--- src/rtl/l2_wb_burst_serializer.sv ---
`default_nettype none
// ============================================================================
// Module   : l2_wb_burst_serializer
// Purpose  : Takes one dirty L2 line from the write buffer and writes it to
//            memory as a single AXI3 INCR burst of N = 1<<offset_width 32-bit
//            beats. It issues one AW, then N W beats, then waits for B and
//            reports the response status as a one-cycle done/err pulse.
// Ports    : clk, rstn (async, active-high despite the name)
//            line_valid/line_ready/line_addr/line_data : write-buffer side
//            done/err                                  : completion pulse
//            aw*/w*/b*                                 : AXI3 write channels
// Revision : 1.0 - initial release
// ============================================================================
module l2_wb_burst_serializer #(
  parameter int          offset_width = 2,
  parameter logic [3:0]  axi_id       = 4'h1
) (
  input  logic                          clk,
  input  logic                          rstn,
  // write-buffer side
  input  logic                          line_valid,
  output logic                          line_ready,
  input  logic [31:0]                   line_addr,
  input  logic [32*(1<<offset_width)-1:0] line_data,
  output logic                          done,
  output logic                          err,
  // AXI AW channel
  output logic [3:0]                    awid,
  output logic [31:0]                   awaddr,
  output logic [7:0]                    awlen,
  output logic [2:0]                    awsize,
  output logic [1:0]                    awburst,
  output logic                          awvalid,
  input  logic                          awready,
  // AXI W channel
  output logic [3:0]                    wid,
  output logic [31:0]                   wdata,
  output logic [3:0]                    wstrb,
  output logic                          wlast,
  output logic                          wvalid,
  input  logic                          wready,
  // AXI B channel
  input  logic [1:0]                    bresp,
  input  logic                          bvalid,
  output logic                          bready
);

  localparam int                       c_beats     = 1 << offset_width;
  localparam logic [offset_width-1:0]  c_last_beat = offset_width'(c_beats - 1);
  // Byte-offset bits within a line: word offset plus the 2 byte-in-word bits.
  localparam logic [31:0]              c_offset_mask =
    32'((64'd1 << (offset_width + 2)) - 64'd1);

  typedef enum logic [1:0] {
    S_IDLE = 2'd0,
    S_ADDR = 2'd1,
    S_DATA = 2'd2,
    S_RESP = 2'd3
  } state_t;

  state_t                        r_state;
  logic [31:0]                   r_addr;
  logic [32*c_beats-1:0]         r_data;
  logic [offset_width-1:0]       r_beat;
  logic [offset_width-1:0]       w_beat_next;
  // Only bresp[1] distinguishes OKAY/EXOKAY from SLVERR/DECERR.
  logic                          w_bresp_unused;

  assign w_beat_next    = r_beat + 1'b1;
  assign w_bresp_unused = bresp[0];

  // Constant AW/W attributes: one full-line INCR burst of 32-bit words.
  assign awid    = axi_id;
  assign awaddr  = r_addr;
  assign awlen   = 8'(c_beats - 1);
  assign awsize  = 3'b010;
  assign awburst = 2'b01;
  assign wid     = axi_id;
  assign wstrb   = 4'hF;
  // Beat counter only moves on a W handshake, so wdata holds under stall.
  assign wdata   = r_data[32*r_beat +: 32];

  always_ff @(posedge clk or posedge rstn) begin
    if (rstn) begin
      r_state    <= S_IDLE;
      r_addr     <= '0;
      r_data     <= '0;
      r_beat     <= '0;
      line_ready <= 1'b1;
      awvalid    <= 1'b0;
      wvalid     <= 1'b0;
      wlast      <= 1'b0;
      bready     <= 1'b0;
      done       <= 1'b0;
      err        <= 1'b0;
    end else begin
      // done/err are single-cycle pulses unless set below.
      done <= 1'b0;
      err  <= 1'b0;
      case (r_state)
        S_IDLE: begin
          // line_ready is 1 throughout IDLE, so line_valid alone is the handshake.
          if (line_valid) begin
            r_addr     <= line_addr & ~c_offset_mask;
            r_data     <= line_data;
            line_ready <= 1'b0;
            awvalid    <= 1'b1;
            r_state    <= S_ADDR;
          end
        end
        S_ADDR: begin
          if (awready) begin
            awvalid <= 1'b0;
            wvalid  <= 1'b1;
            r_beat  <= '0;
            wlast   <= (c_last_beat == '0);
            r_state <= S_DATA;
          end
        end
        S_DATA: begin
          if (wready) begin
            if (wlast) begin
              wvalid  <= 1'b0;
              wlast   <= 1'b0;
              bready  <= 1'b1;
              r_state <= S_RESP;
            end else begin
              r_beat <= w_beat_next;
              // wlast is registered, so look one beat ahead.
              wlast  <= (w_beat_next == c_last_beat);
            end
          end
        end
        S_RESP: begin
          if (bvalid) begin
            bready     <= 1'b0;
            line_ready <= 1'b1;
            done       <= 1'b1;
            err        <= bresp[1];
            r_state    <= S_IDLE;
          end
        end
        default: begin
          r_state    <= S_IDLE;
          line_ready <= 1'b1;
          awvalid    <= 1'b0;
          wvalid     <= 1'b0;
          wlast      <= 1'b0;
          bready     <= 1'b0;
        end
      endcase
    end
  end

endmodule
`default_nettype wire

--- config.mk ---
export PLATFORM = sky130hd
export DESIGN_NAME = l2_wb_burst_serializer
export DESIGN_NICKNAME = d
export VERILOG_FILES = /design/src/rtl/l2_wb_burst_serializer.sv
export SDC_FILE = /design/constraint.sdc
export NUM_CORES = 1
export LEC_CHECK = 0
export BUFFER_PORTS_ARGS = -buffer_cell sky130_fd_sc_hd__buf_4
export CORE_ASPECT_RATIO = 0.6
export CORE_MARGIN = 10
export CORE_UTILIZATION = 50
export CTS_CLUSTER_DIAMETER = 80
export DETAILED_ROUTE_END_ITERATION = 7
export MAX_ROUTING_LAYER = met4
export PLACE_DENSITY = 0.9
export SLEW_MARGIN = 20
export SYNTH_ARGS = -nofsm -noshare
export SYNTH_HDL_FRONTEND = slang
export SYNTH_SLANG_ARGS = --single-unit
--- constraint.sdc ---
create_clock -name clk -period 6.58 [get_ports clk]
set_input_delay 1.316 -clock clk [delete_from_list [all_inputs] [get_ports clk]]
set_output_delay 1.316 -clock clk [all_outputs]
set_load 0.02 [all_outputs]
* After elaboration in Yosys (flattened, before gate mapping) *
Cells that the tools add are included.

word-level totals
  register bits = 167
  input port bits = 168
  output and inout bits = 96
  word-level logic and storage cells = 67

cells by class
  reduce and logical (&&, ||, !) cells = 13
  add/subtract/negate cells = 1
  shift-type cells = 1
  multiplexer cells = 31
  equal/unequal tests = 10

operators by type and width
  kind                                            number
  indexed part select 128 x 8 -> 32 bit           1
  2-to-1 mux 1 bit                                16
  2-to-1 mux 2 bit                                8
  != test 2 bit (second input constant)           6
  AND reduction 4 bit                             3
  case mux 1 bit (2 select lines)                 5
  AND reduction 3 bit                             3
  case mux 2 bit (4 select lines)                 1
  nonzero test 2 bit                              4
  == test 2 bit (second input constant)           3
  AND reduction 5 bit                             1
  case mux 2 bit (2 select lines)                 1
  adder 2 x 1 -> 2 bit (second input constant)    1
  == test 2 x 1 -> 1 bit (second input constant)  1
  logical NOT 2 bit                               1
  AND reduction 2 bit                             1

* Logic depth before layout (Yosys ltp) *
Gate-level depths: netlist of run 1.

  depth after elaboration = 5
  gate-level depth with buffers = 8
  mapped depth without buffers = 6

* Worst setup path after synthesis of run 1 *
OpenSTA, ideal clock, no wires.

  kind = register to output
  start point = reg r_beat[0]
  end point = out wdata[15]
  slack = 3.838 ns
  arrival = 1.426 ns
  path buffers = 2
  stages on the path, launching flop included = 4
  data required time = 5.264 ns
  cells stage by stage = dfrtp_1 > buf_2 > buf_2 > mux4_2

between the ends
  word-level cells in the longest chain between the ends = 1

ends and longest elaborated chain
  what                                   line  RTL
  from (decl)                            64    logic [offset_width-1:0] r_beat;
  from (signal assigned)                 128   r_beat <= w_beat_next;
  indexed part select 128 x 8 -> 32 bit  81    assign wdata = r_data[32*r_beat +: 32];
  to (decl)                              37    output logic [31:0] wdata,

Every way passes these cells.

* Worst setup path after layout of run 1 *
  start point = reg r_beat[0]
  end point = out wdata[5]

The elaborated chain is that of the path after synthesis.

==> results of run 1 <==
## synth_stat cells (2+ instances only)
master,instances,area (um2)
mux4_2,32,721
mux2_1,63,709
inv_1,6,22.5
mux2_2,93,1050
a31oi_1,2,12.5
ha_1,7,87.6
o21ai_0,4,20.0
nand2_1,5,18.8
nor2_1,2,7.51
buf_2,20,100
nor2b_1,3,18.8
mux2i_1,5,50.1
clkbuf_1,4,15.0
conb_1,2,7.51
dfrtp_1,166,4150
o21ai_1,2,10.0
buf_4,30,225
## through the flow
step                      hold slack (ns)  utilization, %  instances  power, mW  cell area [um2]
final                               0.489            67.4        897       4.91             9770
after global placement              0.468            63.2        865       3.81             9170
after detailed placement            0.481            63.2        865       3.94             9170
after global routing                0.510            67.4        897       5.19             9770
after CTS                           0.496            67.4        897       4.97             9770
after floorplan                     0.459               -        488       3.17             7490
## power by group
part           leakage, nW  internal, mW  switching [mW]  total (mW)
combinational         2.25          1.10           0.941        2.05
clock                0.296         0.547           0.458        1.00
sequential            1.98          1.55           0.306        1.86
## metal layers
| metal | global-route usage, % | share of wire [%] | vias to the layer above |
|---|---|---|---|
| li1 | - | - | 2069 |
| met1 | 20.4 | 39 | 2339 |
| met2 | 30.3 | 48 | 179 |
| met3 | 9.42 | 12 | 17 |
| met4 | 4.74 | 0.90 | 0 |
| met5 | - | 0 | - |
## kinds of logic (layout without fill, tap and decap cells)
logic type	count (synthesis)	after routing
buffers and inverters	60	271
AND/OR/NAND/NOR	17	17
adder cells (fa/ha/maj)	7	7
other	2	29
multiplexers	194	194
flip-flops	167	167
AO/OA/AOI/OAI	14	14
## worst max-delay path: stages (launching register included)
cell and delay [ns]:
dfrtp_2 0.48, buf_4 0.55, mux4_2 0.63, buf_4 0.19
## flip-flops by register name, summed over array words and instances (netlist names)
| signal | flops |
|---|---|
| r_state | 2 |
| wlast | 1 |
| done | 1 |
| awvalid | 1 |
| err | 1 |
| bready | 1 |
| r_beat | 2 |
| wvalid | 1 |
| line_ready | 1 |
| awaddr | 28 |
| r_data | 128 |
## final cells by class
class | instances | area (um2) | share of cell area, %
clock buffer | 17 | 425 | 4.35
clock inverter | 15 | 183 | 1.87
inverter | 6 | 27.5 | 0.282
multi-input combinational | 261 | 2960 | 30.3
sequential | 167 | 4180 | 42.8
tap | 198 | 248 | 2.53
timing repair buffer | 233 | 1750 | 17.9
## worst max path at each step
| stage | from | endpoint | slack (ns) | cells past startpoint |
|---|---|---|---|---|
| global route | r_beat[0] | wdata[6] | 2.84 | 3 |
| finish | r_beat[0] | wdata[5] | 2.99 | 3 |
| floorplan | rstn | awaddr[10] | 0.75 | 1 |
| CTS | r_beat[0] | wdata[5] | 2.92 | 3 |
| global placement | r_beat[0] | wdata[26] | 3.38 | 3 |
| detailed placement | line_valid | r_data[37] | 3.34 | 4 |
==> results.toml, run 1 <==
[outcome]
status = "finished, final reports clean"

[grt]
grt_pass1_wl_um = 29000
grt_max_degree = 100
grt_pass1_vias = 5366
antenna_found_initial = 0
gr-total-overflow = 0
grt_use_total_pct = 18.8

[worst_setup_path]
r2r-end = "r_data[73]"
critical_path_class = "register to primary output"
arrival_ns = 2.28
rrSetupSlack_ns = 4.01
rr_worst_depth = 5
critPathRequiredTime_ns = 5.26
start_kind = "register"
end_kind = "primary output"
rr_startpoint = "r_state[1]"
worstPathMaxFanout = 31

[sta]
slew_violations = 0
rsz0062_at_grt = "false"
timing.final.ws_setup_ns = 2.99
maxSlewHeadroom_pct = 38.4
fin_skew_ns = 0.0172
fmax_ghz = 0.278
setup_viol = 0
tightest_slew_ns = 0.925
post-route-period-util_pct = 54.6
fin_tns_setup_ns = 0
hold_violations = 0
fin_crit_ns = 3.59

[synth]
syn_avg_cell_area_um2 = 16.0
yosys_most_used_dff = "dfrtp_1"
synthArstFlopShare_pct = 100
synth_cell_types = 32
yosys.area_share.simple_pct = 1.35
syn_area_um2 = 7390
yosysSeqAreaShare_pct = 56.5
synthAdderAreaFrac_pct = 1.18
synth_top_family_by_area = "multiplexers"
synth_edf_count = 0
synth_compound_gate_area_share_pct = 1.52
synth_xor_area_share_pct = 0
ys_warn_count = 0
ys_ff_latch = 167
synth_mux_area_share_pct = 34.4
synth_cells = 461

[cells_and_area]
final_common_cell = "buf_4"
final_nets = 861
num_antenna_cells = 0
fillerInstances = 1005
area_growth_pct = 32.2
layout_common_cells = "233 x buf_4, 164 x dfrtp_1, 93 x mux2_2"
drive_gt1_share_pct = 57.4

[floorplanning]
dieHeight_um = 114
fp-row-count = 34
core_um2 = 14500
die_w_um = 177
pin_count = 264
initial_utilization_pct = 51.0
fp.dieArea_um2 = 20200

[drt]
drcViolationCount = 0
wl_per_cell_um = 20.5
via_per_inst = 5.13
vias = 4604
routed_wl_um = 18400
antenna_left = 0
drtPass1Iterations = 4
dr.first_iter.drc_count = 212

[clock_tree]
clk_latency_ns = 0.42
post_cts_buffers = 0
cts_tree = "yes"
cts_buffers = 17
holdBufCountCts = 0
root_buffer = "clkbuf_16"
cts_resized = 0
clockBufferDepth = 2
htreeDepth = 4
cts_num_sinks = 167
clk_pin_slew_worst_paths_ns = 0.07

[place]
place_ws_ns = 3.34
port-buffer-count = 229
gp_congestion = 0.842
hpwl_um = 13900

[min_path]
min_from = "r_data[65]"
hold_class = "register to register"
hold_depth = 1
worstHoldEndpoint = "r_data[65]"

[power]
ir_drop_v = 0.000264
power_leakage_nw = 4.53
p_per_area_nw_per_um2 = 502

[run]
drv_cap = 0
(Power assumes the default switching activity.)
==> run 2: changes to the inputs <==
--- a/config.mk
+++ b/config.mk
@@ -5,14 +5,15 @@
 export SDC_FILE = /design/constraint.sdc
 export NUM_CORES = 1
 export LEC_CHECK = 0
+export ABC_AREA = 1
 export BUFFER_PORTS_ARGS = -buffer_cell sky130_fd_sc_hd__buf_4
 export CORE_ASPECT_RATIO = 0.6
 export CORE_MARGIN = 10
-export CORE_UTILIZATION = 50
+export CORE_UTILIZATION = 46
 export CTS_CLUSTER_DIAMETER = 80
 export DETAILED_ROUTE_END_ITERATION = 7
 export MAX_ROUTING_LAYER = met4
-export PLACE_DENSITY = 0.9
+export PLACE_DENSITY = 0.87
 export SLEW_MARGIN = 20
 export SYNTH_ARGS = -nofsm -noshare
 export SYNTH_HDL_FRONTEND = slang
==> constraint.sdc (replaced) <==
create_clock -name clk -period 3.02 [get_ports clk]
set_input_delay 0.604 -clock clk [delete_from_list [all_inputs] [get_ports clk]]
set_output_delay 0.604 -clock clk [all_outputs]
set_load 0.02 [all_outputs]
==> results.toml, run 2 <==
[cells_and_area]
final_nets = 1336
design_area_um2 = 9980
final_common_cell = "nand2_1"
layout_common_cells = "458 x nand2_1, 236 x buf_4, 165 x dfrtp_1"
finalNonFillerCells = 1403
fillerInstances = 1431
final_util_pct = 61.4
largest-register = "r_data"
area_growth_pct = 30.8
drive_gt1_share_pct = 23.9
largest_reg_flops = 128

[sta]
tightest_slew_ns = 0.714
rsz0062_at_grt = "false"
slew_violations = 0
whs_ns = 0.276
fin_crit_ns = 2.63
fmax_ghz = 0.381
fin_tns_setup_ns = 0
hold_violations = 0
maxSlewHeadroom_pct = 52.4
post-route-period-util_pct = 86.9
timing.final.ws_setup_ns = 0.395
setup_viol = 0
fin_skew_ns = 0.0185

[worst_setup_path]
rrSetupSlack_ns = 0.98
path_common_cell = "buf_4"
critical_path_class = "register to primary output"
end_kind = "primary output"
arrival_ns = 2.02
crit_chain = "inv_4 > buf_4 > nor2_1 > o22ai_1 > buf_4"
r2r-end = "r_data[80]"
worstPathMaxFanout = 77
rr_startpoint = "r_state[0]"
critPathRequiredTime_ns = 2.42
critPathSlowestCell = "inv_4"
start_kind = "register"
rr_worst_depth = 7
max_stage_delay_ns = 0.52

[min_path]
hold_class = "primary input to async pin"

[clock_tree]
clk_latency_ns = 0.42
clockBufferDepth = 2
clk_pin_slew_worst_paths_ns = 0.07
cts_num_sinks = 167
cts_resized = 0
root_buffer = "clkbuf_16"
post_cts_buffers = 0
cts_tree = "yes"
holdBufCountCts = 0
cts_buffers = 17
htreeDepth = 4

[place]
gp_congestion = 0.842
dp_cells = 1370
hpwl_um = 15400
place_area_um2 = 9380
port-buffer-count = 229
place_ws_ns = 0.831

[grt]
gr-total-overflow = 0
grt_use_total_pct = 19.9
grt_pass1_vias = 6683
antenna_found_initial = 1
grt_max_degree = 142
grt_pass1_wl_um = 34900

[synth]
syn_area_um2 = 7630
synth_most_common_cell = "nand2_1"
syn_avg_cell_area_um2 = 7.97
synth_common_cells = "458 x nand2_1, 166 x dfrtp_1, 92 x o21ai_0"
yosys_most_used_dff = "dfrtp_1"
yosysSeqAreaShare_pct = 54.8
ys_ff_latch = 167
ys_top_cells_by_area = "dfrtp_1 54%, nand2_1 23%, o21ai_0 6.0%, buf_4 4.1%, nor2_1 2.8%"
synth_edf_count = 0
synth_cell_types = 24
synthArstFlopShare_pct = 100
synth_cells = 957
post-synth-top-area-cell = "dfrtp_1"
yosysTopAreaCellShare_pct = 54.5
ys_warn_count = 0

[drt]
routed-wl-met2_um = 10100
dr.first_iter.drc_count = 544
wl_per_cell_um = 15.7
via_per_inst = 4.83
vias = 6780
route.met3.wl_um = 2210
routed_wl_um = 22100
drt-met1-wl_um = 9740
drcViolationCount = 0
drtPass1Iterations = 5
routed.top_layer = "met4"
antenna_left = 0

[floorplanning]
fp.dieArea_um2 = 22300
pin_count = 264
die_w_um = 186
initial_utilization_pct = 46.9
dieHeight_um = 120
fp-row-count = 36
core_um2 = 16300

[power]
ir_drop_v = 0.000659
power_leakage_nw = 5.48
design_power_total_mw = 10.8
p_per_area_nw_per_um2 = 1080

[outcome]
status = "finished, final reports clean"

[run]
drv_cap = 0
-- run 2: cell families after synthesis --
logic type,Yosys count,synth area share (%)
DFF,167,54.8
buffers and inverters,119,8.58
and+or+nand+nor,524,26.0
adders and majority gates,7,1.15
other,2,0.0984
AOI/OAI and AO/OA,138,9.37
-- run 2: layout make-up --
| type | instances | area (um2) | area share, % |
|---|---|---|---|
| clock inverters | 14 | 156 | 1.57 |
| inverters | 36 | 144 | 1.44 |
| repair buffers | 241 | 1870 | 18.8 |
| multi-input cells | 698 | 2900 | 29.1 |
| clock buffers | 18 | 439 | 4.40 |
| flip-flops and latches | 167 | 4180 | 41.9 |
| well taps | 228 | 285 | 2.86 |
| diodes | 1 | 2.50 | 0.0251 |
-- run 2: worst max-delay path: cells and delay by family (launching register included) --
family	cells	cell delay, ns
compound gates	1	0.17
buf+inv	3	0.96
simple gates	1	0.05
flops	1	0.42
-- run 2: per-layer routing --
metal,GRT usage (%),vias to the layer above
met5,-,-
met4,3.31,0
met3,6.66,2
met2,29.6,260
met1,26.2,3186
li1,-,3332
-- run 2: worst max-delay path by stage --
stage                    from         end  slack, ns
floorplan                rstn  awaddr[10]       0.29
global placement    r_beat[0]   wdata[17]       0.86
detailed placement  r_beat[0]   wdata[18]       0.83
CTS                 r_beat[0]   wdata[18]       0.37
global route        r_beat[0]    wdata[0]       0.19
finish              r_beat[0]   wdata[18]       0.39
-- run 2: power breakdown --
group / switching (mW) / total (mW) / internal, mW / leakage [nW]
clock: 1.00 / 2.20 / 1.20 / 0.293
sequential: 0.531 / 3.81 / 3.28 / 2.08
combinational: 2.98 / 4.79 / 1.80 / 3.10
total: 4.51 / 10.8 / 6.29 / 5.48
==> run 3: changes to the inputs <==
--- a/config.mk
+++ b/config.mk
@@ -7,13 +7,15 @@
 export LEC_CHECK = 0
 export ABC_AREA = 1
 export BUFFER_PORTS_ARGS = -buffer_cell sky130_fd_sc_hd__buf_4
+export CELL_PAD_IN_SITES_DETAIL_PLACEMENT = 1
+export CELL_PAD_IN_SITES_GLOBAL_PLACEMENT = 1
 export CORE_ASPECT_RATIO = 0.6
 export CORE_MARGIN = 10
-export CORE_UTILIZATION = 46
+export CORE_UTILIZATION = 32
 export CTS_CLUSTER_DIAMETER = 80
 export DETAILED_ROUTE_END_ITERATION = 7
 export MAX_ROUTING_LAYER = met4
-export PLACE_DENSITY = 0.87
+export PLACE_DENSITY = 0.86
 export SLEW_MARGIN = 20
 export SYNTH_ARGS = -nofsm -noshare
 export SYNTH_HDL_FRONTEND = slang
==> results.toml, run 3 (same netlist as run 2, synthesis figures left out) <==
[clock_tree]
cts_resized = 0
clk_pin_slew_worst_paths_ns = 0.07
cts_tree = "yes"
cts_num_sinks = 167
htreeDepth = 4
cts_buffers = 17
holdBufCountCts = 0
clk_latency_ns = 0.42
clockBufferDepth = 2
root_buffer = "clkbuf_16"
post_cts_buffers = 0

[outcome]
status = "finished, final reports clean"

[drt]
vias = 6788
routed_wl_um = 26000
dr.first_iter.drc_count = 322
wl_per_cell_um = 17.4
antenna_left = 0
drcViolationCount = 0
drtPass1Iterations = 6
via_per_inst = 4.55

[worst_setup_path]
end_kind = "primary output"
crit_chain = "inv_4 > buf_4 > a21oi_1 > o21ai_0 > o21ai_0 > buf_4"
max_stage_delay_ns = 0.45
critPathRequiredTime_ns = 2.42
crit_buf_inv = 3
critical_path_class = "register to primary output"
worstPathMaxFanout = 60
start_kind = "register"
critPathSlowestCell = "inv_4"
cp_top_family = "buffers and inverters"
arrival_ns = 2.07

[floorplanning]
dieHeight_um = 140
core_um2 = 23300
initial_utilization_pct = 32.7
fp-row-count = 43
die_w_um = 219
pin_count = 264
fp.dieArea_um2 = 30600

[min_path]
hold_class = "primary input to async pin"

[sta]
tightest_slew_ns = 0.690
timing.final.ws_setup_ns = 0.345
fin_tns_setup_ns = 0
maxSlewHeadroom_pct = 54.0
fin_crit_ns = 2.68
rsz0062_at_grt = "false"
setup_viol = 0
hold_violations = 0
fin_skew_ns = 0.00770
whs_ns = 0.270
slew_violations = 0
post-route-period-util_pct = 88.6
fmax_ghz = 0.374

[place]
gp_congestion = 0.767
hpwl_um = 18400
place_area_um2 = 9520
dp_cells = 1459
place_ws_ns = 0.734
port-buffer-count = 229

[cells_and_area]
drive_gt1_share_pct = 23.7
largest_reg_flops = 128
final_util_pct = 43.3
fillerInstances = 2864
design_area_um2 = 10100
layout_common_cells = "458 x nand2_1, 237 x buf_4, 165 x dfrtp_1"
final_nets = 1338
largest-register = "r_data"
area_growth_pct = 32.2
finalNonFillerCells = 1491
final_common_cell = "nand2_1"

[power]
ir_drop_v = 0.000469
design_power_total_mw = 10.9
p_per_area_nw_per_um2 = 1080
power_leakage_nw = 5.46

[run]
drv_cap = 0

[grt]
grt_max_degree = 142
antenna_found_initial = 1
grt_pass1_vias = 7280
grt_use_total_pct = 17.2
grt_pass1_wl_um = 40700
gr-total-overflow = 0
-- run 3: cell types whose count changed in the layout (fill, tap and decap cells not counted), sizes merged --
cell,change
clkinvlp,+3
clkbuf,+6
inv,-9
clkinv,-1
buf,+2
-- run 3: path summary, 6_finish.rpt --
| kind | from | end | slack (ns) | depth (start not counted) |
|---|---|---|---|---|
| max in group asynchronous | rstn | r_data[98] | 2.06 | 3 |
| setup / recovery | r_beat[0] | wdata[16] | 0.34 | 6 |
| min in group clk | line_data[115] | r_data[115] | 0.37 | 3 |
| hold reg to reg | r_data[35] | r_data[35] | 0.47 | 2 |
| setup reg to reg | r_state[0] | r_data[71] | 0.95 | 7 |
| hold / removal | rstn | r_data[110] | 0.27 | 2 |
-- run 3: area by class of cell --
type / instances / area [um2] / share of cell area, %
clock buffer: 24 / 492 / 4.88
clock inverter: 7 / 70.1 / 0.695
antenna: 1 / 2.50 / 0.0248
multi-input combinational: 698 / 2900 / 28.8
tap: 315 / 394 / 3.91
inverter: 36 / 146 / 1.45
sequential: 167 / 4180 / 41.5
timing repair buffer: 243 / 1900 / 18.8
-- run 3: power breakdown --
| part | switching (mW) | total [mW] | internal [mW] |
|---|---|---|---|
| clock network | 0.896 | 2.11 | 1.22 |
| registers | 0.544 | 3.83 | 3.28 |
| logic | 3.12 | 4.93 | 1.82 |
| total | 4.55 | 10.9 | 6.32 |
-- run 3: per-layer routing --
metal  up-vias  track usage (%)  routed length (um)
met3        11             5.30                1500
met5         -                -                   0
met1      3301             21.6               12200
met2       144             27.0               12100
li1       3332                -                   -
met4         0             3.04                 115
